===== src/rtl/mem_pkg.sv =====
`default_nettype none
// ============================================================================
// Module      : mem_pkg
// Description : Shared constants for the data-memory port arbiter: default
//               memory word/address widths, arbiter state encoding, lock
//               counter width and the requester-index width helper.
// Ports       : none (package)
// Revision    : 1.0 - initial release
// ============================================================================
package mem_pkg;

    // Default memory geometry (1000-word memory -> 10 address bits).
    localparam int DATA_WIDTH = 16;
    localparam int ADDR_WIDTH = 10;

    // Arbiter state encoding.
    localparam logic ARB_IDLE   = 1'b0;
    localparam logic ARB_LOCKED = 1'b1;

    // Wide enough to count up to the largest legal MAX_LOCK (15).
    localparam int LOCK_CNT_WIDTH = 4;

    // Bits needed to hold a requester index; never less than one.
    function automatic int req_idx_width(input int num_req);
        return (num_req <= 2) ? 1 : $clog2(num_req);
    endfunction

endpackage
`default_nettype wire


===== src/rtl/rr_pick.sv =====
`default_nettype none
// ============================================================================
// Module      : rr_pick
// Description : Combinational round-robin picker. Returns the first set
//               request bit found searching upward from ptr with wrap-around.
// Ports       : req        [NUM_REQ] in  - request vector
//               ptr        [IDX_W]   in  - highest-priority index
//               gnt_onehot [NUM_REQ] out - one-hot pick (0 when req=0)
//               gnt_idx    [IDX_W]   out - binary index of the pick
// Revision    : 1.0 - initial release
// ============================================================================
module rr_pick #(
    parameter int NUM_REQ = 3,
    parameter int IDX_W   = mem_pkg::req_idx_width(NUM_REQ)
) (
    input  logic [NUM_REQ-1:0] req,
    input  logic [IDX_W-1:0]   ptr,
    output logic [NUM_REQ-1:0] gnt_onehot,
    output logic [IDX_W-1:0]   gnt_idx
);

    // One extra bit so ptr + offset never overflows before the wrap.
    logic [IDX_W:0]   sum;
    logic [IDX_W-1:0] cand;
    logic             found;

    always_comb begin
        gnt_onehot = '0;
        gnt_idx    = '0;
        sum        = '0;
        cand       = '0;
        found      = 1'b0;
        for (int off = 0; off < NUM_REQ; off++) begin
            sum = {1'b0, ptr} + (IDX_W+1)'(off);
            if (sum >= (IDX_W+1)'(NUM_REQ)) begin
                sum = sum - (IDX_W+1)'(NUM_REQ);
            end
            cand = sum[IDX_W-1:0];
            if (!found && req[cand]) begin
                found            = 1'b1;
                gnt_onehot[cand] = 1'b1;
                gnt_idx          = cand;
            end
        end
    end

endmodule
`default_nettype wire


===== src/rtl/mem_port_arbiter.sv =====
`default_nettype none
// ============================================================================
// Module      : mem_port_arbiter
// Description : Shares one synchronous memory port between NUM_REQ
//               requesters. Round-robin arbitration with an optional bounded
//               lock for bursts; read data returns one cycle after the grant,
//               tagged by a one-hot rvalid.
// Ports       : clk, reset_n (sync, active-low)
//               req/we/lock [NUM_REQ]            in  - per-requester controls
//               addr  [NUM_REQ*ADDR_WIDTH]       in  - packed addresses
//               wdata [NUM_REQ*DATA_WIDTH]       in  - packed write data
//               gnt    [NUM_REQ]                 out - one-hot grant
//               rvalid [NUM_REQ]                 out - one-hot read return
//               rdata  [DATA_WIDTH]              out - broadcast read data
//               mem_wr_en/mem_addr/mem_wr_data   out - memory port drive
//               mem_rd_data [DATA_WIDTH]         in  - memory read data
// Revision    : 1.0 - initial release
// ============================================================================
module mem_port_arbiter #(
    parameter int NUM_REQ    = 3,
    parameter int DATA_WIDTH = mem_pkg::DATA_WIDTH,
    parameter int ADDR_WIDTH = mem_pkg::ADDR_WIDTH,
    parameter int MAX_LOCK   = 4
) (
    input  logic                          clk,
    input  logic                          reset_n,
    input  logic [NUM_REQ-1:0]            req,
    input  logic [NUM_REQ-1:0]            we,
    input  logic [NUM_REQ-1:0]            lock,
    input  logic [NUM_REQ*ADDR_WIDTH-1:0] addr,
    input  logic [NUM_REQ*DATA_WIDTH-1:0] wdata,
    output logic [NUM_REQ-1:0]            gnt,
    output logic [NUM_REQ-1:0]            rvalid,
    output logic [DATA_WIDTH-1:0]         rdata,
    output logic                          mem_wr_en,
    output logic [ADDR_WIDTH-1:0]         mem_addr,
    output logic [DATA_WIDTH-1:0]         mem_wr_data,
    input  logic [DATA_WIDTH-1:0]         mem_rd_data
);

    import mem_pkg::*;

    localparam int IDX_W = req_idx_width(NUM_REQ);
    localparam logic [LOCK_CNT_WIDTH-1:0] MAX_LOCK_C = LOCK_CNT_WIDTH'(MAX_LOCK);
    localparam logic [LOCK_CNT_WIDTH-1:0] CNT_ONE    = LOCK_CNT_WIDTH'(1);

    // ------------------------------------------------------------------
    // State
    // ------------------------------------------------------------------
    logic                      state_q,    state_d;
    logic [IDX_W-1:0]          owner_q,    owner_d;
    logic [IDX_W-1:0]          ptr_q,      ptr_d;
    logic [LOCK_CNT_WIDTH-1:0] lock_cnt_q, lock_cnt_d;
    logic [NUM_REQ-1:0]        rvalid_q,   rvalid_d;

    // ------------------------------------------------------------------
    // Grant datapath signals
    // ------------------------------------------------------------------
    logic [NUM_REQ-1:0] pick_onehot;
    logic [IDX_W-1:0]   pick_idx;
    logic [NUM_REQ-1:0] owner_onehot;
    logic               owner_hit;
    logic               gnt_any;
    logic [IDX_W-1:0]   gnt_idx;

    function automatic logic [IDX_W-1:0] next_idx(input logic [IDX_W-1:0] idx);
        return (idx == IDX_W'(NUM_REQ - 1)) ? '0 : idx + IDX_W'(1);
    endfunction

    rr_pick #(
        .NUM_REQ (NUM_REQ),
        .IDX_W   (IDX_W)
    ) u_rr_pick (
        .req        (req),
        .ptr        (ptr_q),
        .gnt_onehot (pick_onehot),
        .gnt_idx    (pick_idx)
    );

    // ------------------------------------------------------------------
    // State register
    // ------------------------------------------------------------------
    always_ff @(posedge clk) begin
        if (!reset_n) begin
            state_q    <= ARB_IDLE;
            owner_q    <= '0;
            ptr_q      <= '0;
            lock_cnt_q <= '0;
            rvalid_q   <= '0;
        end else begin
            state_q    <= state_d;
            owner_q    <= owner_d;
            ptr_q      <= ptr_d;
            lock_cnt_q <= lock_cnt_d;
            rvalid_q   <= rvalid_d;
        end
    end

    // ------------------------------------------------------------------
    // Next-state logic
    // ------------------------------------------------------------------
    always_comb begin
        state_d    = state_q;
        owner_d    = owner_q;
        ptr_d      = ptr_q;
        lock_cnt_d = lock_cnt_q;
        rvalid_d   = gnt & ~we;

        if (owner_hit) begin
            // Owner served again: release on dropped lock or when this grant
            // is the last one the lock budget allows.
            if (!lock[owner_q] || (lock_cnt_q + CNT_ONE == MAX_LOCK_C)) begin
                state_d    = ARB_IDLE;
                lock_cnt_d = '0;
                ptr_d      = next_idx(owner_q);
            end else begin
                lock_cnt_d = lock_cnt_q + CNT_ONE;
            end
        end else begin
            // A locked owner that withdrew its request releases here; any
            // grant made this cycle came from the round-robin picker and is
            // handled exactly like an idle-state grant below.
            if (state_q == ARB_LOCKED) begin
                state_d    = ARB_IDLE;
                lock_cnt_d = '0;
                ptr_d      = next_idx(owner_q);
            end
            if (gnt_any) begin
                if (lock[gnt_idx] && (MAX_LOCK > 1)) begin
                    state_d    = ARB_LOCKED;
                    owner_d    = gnt_idx;
                    lock_cnt_d = CNT_ONE;
                end else begin
                    ptr_d = next_idx(gnt_idx);
                end
            end
        end
    end

    // ------------------------------------------------------------------
    // Output logic
    // ------------------------------------------------------------------
    always_comb begin
        owner_onehot = '0;
        for (int i = 0; i < NUM_REQ; i++) begin
            owner_onehot[i] = (owner_q == IDX_W'(i));
        end
    end

    always_comb begin
        owner_hit = (state_q == ARB_LOCKED) && req[owner_q];
        // reset_n gates the grant so nothing reaches the memory during reset.
        gnt_any   = reset_n && (owner_hit || (|req));
        gnt_idx   = owner_hit ? owner_q : pick_idx;

        gnt = '0;
        if (gnt_any) begin
            gnt = owner_hit ? owner_onehot : pick_onehot;
        end

        mem_addr    = '0;
        mem_wr_data = '0;
        for (int i = 0; i < NUM_REQ; i++) begin
            if (gnt[i]) begin
                mem_addr    = mem_addr    | addr[i*ADDR_WIDTH +: ADDR_WIDTH];
                mem_wr_data = mem_wr_data | wdata[i*DATA_WIDTH +: DATA_WIDTH];
            end
        end
        mem_wr_en = gnt_any && we[gnt_idx];

        // A pending read return is suppressed as soon as reset is asserted.
        rvalid = reset_n ? rvalid_q : '0;
        rdata  = mem_rd_data;
    end

endmodule
`default_nettype wire


===== config.mk =====
export PLATFORM = sky130hd
export DESIGN_NAME = mem_port_arbiter
export DESIGN_NICKNAME = d
export VERILOG_FILES = /design/src/rtl/mem_pkg.sv /design/src/rtl/rr_pick.sv /design/src/rtl/mem_port_arbiter.sv
export SDC_FILE = /design/constraint.sdc
export NUM_CORES = 1
export LEC_CHECK = 0
export CAP_MARGIN = 20
export CORE_UTILIZATION = 25
export CTS_CLUSTER_DIAMETER = 80
export CTS_CLUSTER_SIZE = 8
export DETAILED_ROUTE_END_ITERATION = 6
export PLACE_DENSITY = 0.68
export RECOVER_POWER = 25
export SKIP_CTS_REPAIR_TIMING = 1
export SLEW_MARGIN = 10
export SYNTH_ARGS = -nofsm -noshare
export SYNTH_HDL_FRONTEND = slang
export SYNTH_HIERARCHICAL = 1
export SYNTH_SLANG_ARGS = --single-unit

===== constraint.sdc =====
create_clock -name clk -period 6 [get_ports clk]
set_clock_uncertainty 0.15 [all_clocks]
set_input_delay 0.9 -clock clk [delete_from_list [all_inputs] [get_ports clk]]
set_output_delay 0.9 -clock clk [all_outputs]
set_load 0.03 [all_outputs]

==> results.json <==
{
  "crit_end": "mem_wr_en",
  "rsz0062_at_grt": "no",
  "vias_per_cell": 5.39,
  "clockBufferDepth": 2,
  "syn_nets": 326,
  "layout-drive-gt1-share_pct": 6.65,
  "seqCellArea_um2": 240,
  "yosys_warnings": 6,
  "max_stage_delay_ns": 0.69,
  "cp_num_buf_inv": 3,
  "die_w_um": 83.9,
  "clock_sinks": 12,
  "max-cap-violations": 0,
  "fin_crit_ns": 5.14,
  "syn_area_per_cell_um2": 7.76,
  "synth_edf_count": 0,
  "p_leak_nw": 1.20,
  "routedWlPerCell_um": 16.8,
  "syn_area_um2": 1680,
  "cp_common_cell": "a21oi_1",
  "cp_top_family": "buffers and inverters",
  "grt_busiest_layer": "met2",
  "criticalPathCategory": "in2out",
  "n_antenna_cell": 0,
  "dieArea_um2": 7040,
  "io_pins": 154,
  "coreArea_um2": 6420,
  "synth_cell_type_count": 53,
  "final_cell_mix": "121 x clkdlybuf4s50_1, 37 x inv_1, 26 x a222oi_1, 12 x dfxtp_1",
  "critPathCaptureType": "primary output",
  "use_met3_pct": 5.84,
  "grt_max_degree": 29,
  "tritoncts": "built",
  "grt_pass1_vias": 2153,
  "multiInputGateArea_um2": 1080,
  "critPathLaunch": "req[1]",
  "drc": 1,
  "num-fill-cells": 620,
  "r2r_cells": 12,
  "syn_inst": 216,
  "required_ns": 4.95,
  "path_depth": 12,
  "status": "finished, violations left",
  "setup_violations": 0,
  "ir_drop_mv": 0.233,
  "pwr_density_cell_nw_per_um2": 425,
  "totalPowerFinal_mw": 1.21,
  "htreeDepth": 1,
  "r2r_setup_slack_ns": 2.80,
  "startpoint_type": "primary input",
  "cts_buffers": 3,
  "ant_nets": 0,
  "slew_headroom_pct": 58.2,
  "overflow": 0,
  "finalCritPeriodShare_pct": 85.6,
  "start_util_pct": 26.1,
  "grt_pass1_wl_um": 10700,
  "ys.flop_type": "dfxtp_1",
  "holdCritPathClass": "reg2reg",
  "met1_usage_pct": 21.4,
  "layout_commonest_cell": "clkdlybuf4s50_1",
  "failed_checks": "DRC",
  "port_buffers": 121,
  "antenna_found_initial": 0,
  "seq_area_frac_synth_pct": 14.3,
  "synth-seq-cells": 12,
  "r2r-end": "lock_cnt_q[2]",
  "hold_violations": 0,
  "critPathMaxFanout": 10,
  "tightest_slew_ns": 0.625,
  "clock_latency_ns": 0.24,
  "dpl.hpwl_um": 5110,
  "synthArstFlopShare_pct": 0,
  "rows": 29,
  "crit_chain": "clkdlybuf4s50_1 > mux2i_1 > o22ai_1 > a311oi_1 > a21oi_1 > inv_1 > a21oi_1 > or2_2 > mux2_2 > a21oi_1 > nor2_1 > clkdlybuf4s50_1",
  "area_delta_synth_final_pct": 70.2,
  "root_buffer": "clkbuf_8",
  "reg2reg_from": "ptr_q[1]",
  "via_count": 2117,
  "drt-initial-drc-count": 181,
  "die_height_um": 83.9,
  "drv_slew": 0,
  "wl_um": 6620,
  "cpMaxStageDelayCell": "clkdlybuf4s50_1",
  "fin_nets": 427,
  "clkTransAtPathRegs_ns": 0.05,
  "use_met2_pct": 34.4,
  "max_freq_mhz": 195,
  "dr.pass1.iters": 7,
  "place_congestion": 0.911,
  "cp_data_arrival_time_ns": 4.09,
  "setup_tns_ns": 0,
  "track_usage_pct": 18.7
}
## per-stage QoR
stage / hold WS (ns) / utilization, % / cell area, µm² / setup WS [ns] / instances
CTS: 0.348 / 44.4 / 2850 / 0.916 / 393
global placement: 0.332 / 43.6 / 2800 / 1.02 / 389
detailed placement: 0.336 / 43.6 / 2800 / 0.927 / 389
floorplan: 0.319 / - / 1680 / 2.24 / 216
global route: 0.393 / 44.4 / 2850 / 0.637 / 393
finish: 0.347 / 44.4 / 2850 / 0.862 / 393
## sequential cells by signal, indices dropped and copies added, names as in the netlist
signal      flops
ptr_q           2
lock_cnt_q      4
owner_q         2
state_q         1
rvalid_q        3
## worst min path at each step
stage | start | endpoint | slack [ns] | cells after the start
after floorplan | lock_cnt_q[1] | lock_cnt_q[1] | 0.32 | 1
after global placement | lock_cnt_q[1] | lock_cnt_q[1] | 0.33 | 1
after detailed placement | lock_cnt_q[1] | lock_cnt_q[1] | 0.34 | 1
after CTS | lock_cnt_q[1] | lock_cnt_q[1] | 0.35 | 1
after global routing | lock_cnt_q[1] | lock_cnt_q[1] | 0.39 | 1
final | lock_cnt_q[1] | lock_cnt_q[1] | 0.35 | 1
## logic make-up (layout without fill, tap and decap cells)
family,count (synthesis),after routing,synth area share (%)
buffers and inverters,66,166,21.1
AND/OR/NAND/NOR,49,49,17.4
AO/OA/AOI/OAI,75,75,38.1
multiplexers,7,7,4.33
adder cells (fa/ha/maj),5,5,3.73
flip-flops,12,12,14.3
XOR/XNOR,2,2,1.04
## where the power goes
group          internal [mW]  total [mW]  leakage (nW)  switching, mW
sequential             0.102       0.142        0.0978         0.0401
combinational          0.435       0.982          1.07          0.547
clock                 0.0579      0.0872        0.0288         0.0293
## synthesized netlist by cell type, types with 6 or more instances
cell type	number	share of area [%]
dfxtp_1	12	14
nand2_1	8	1.8
inv_1	37	8.3
a222oi_1	26	16
o21ai_0	6	1.8
a21oi_1	8	2.4
buf_4	19	8.5
nor2_1	6	1.3
## layout make-up
cell class | count | area share [%]
Timing Repair Buffer | 125 | 43.5
Multi-Input combinational cell | 138 | 37.9
Sequential cell | 12 | 8.42
Inverter | 37 | 4.87
Tap cell | 77 | 3.38
Clock buffer | 4 | 1.93
## metal layers
metal	vias up	share of wire (%)
met5	-	0
met4	0	0.92
met2	114	51
met3	8	9.2
li1	1009	-
met1	986	39
Note: power is estimated with default switching activity, not from simulation.
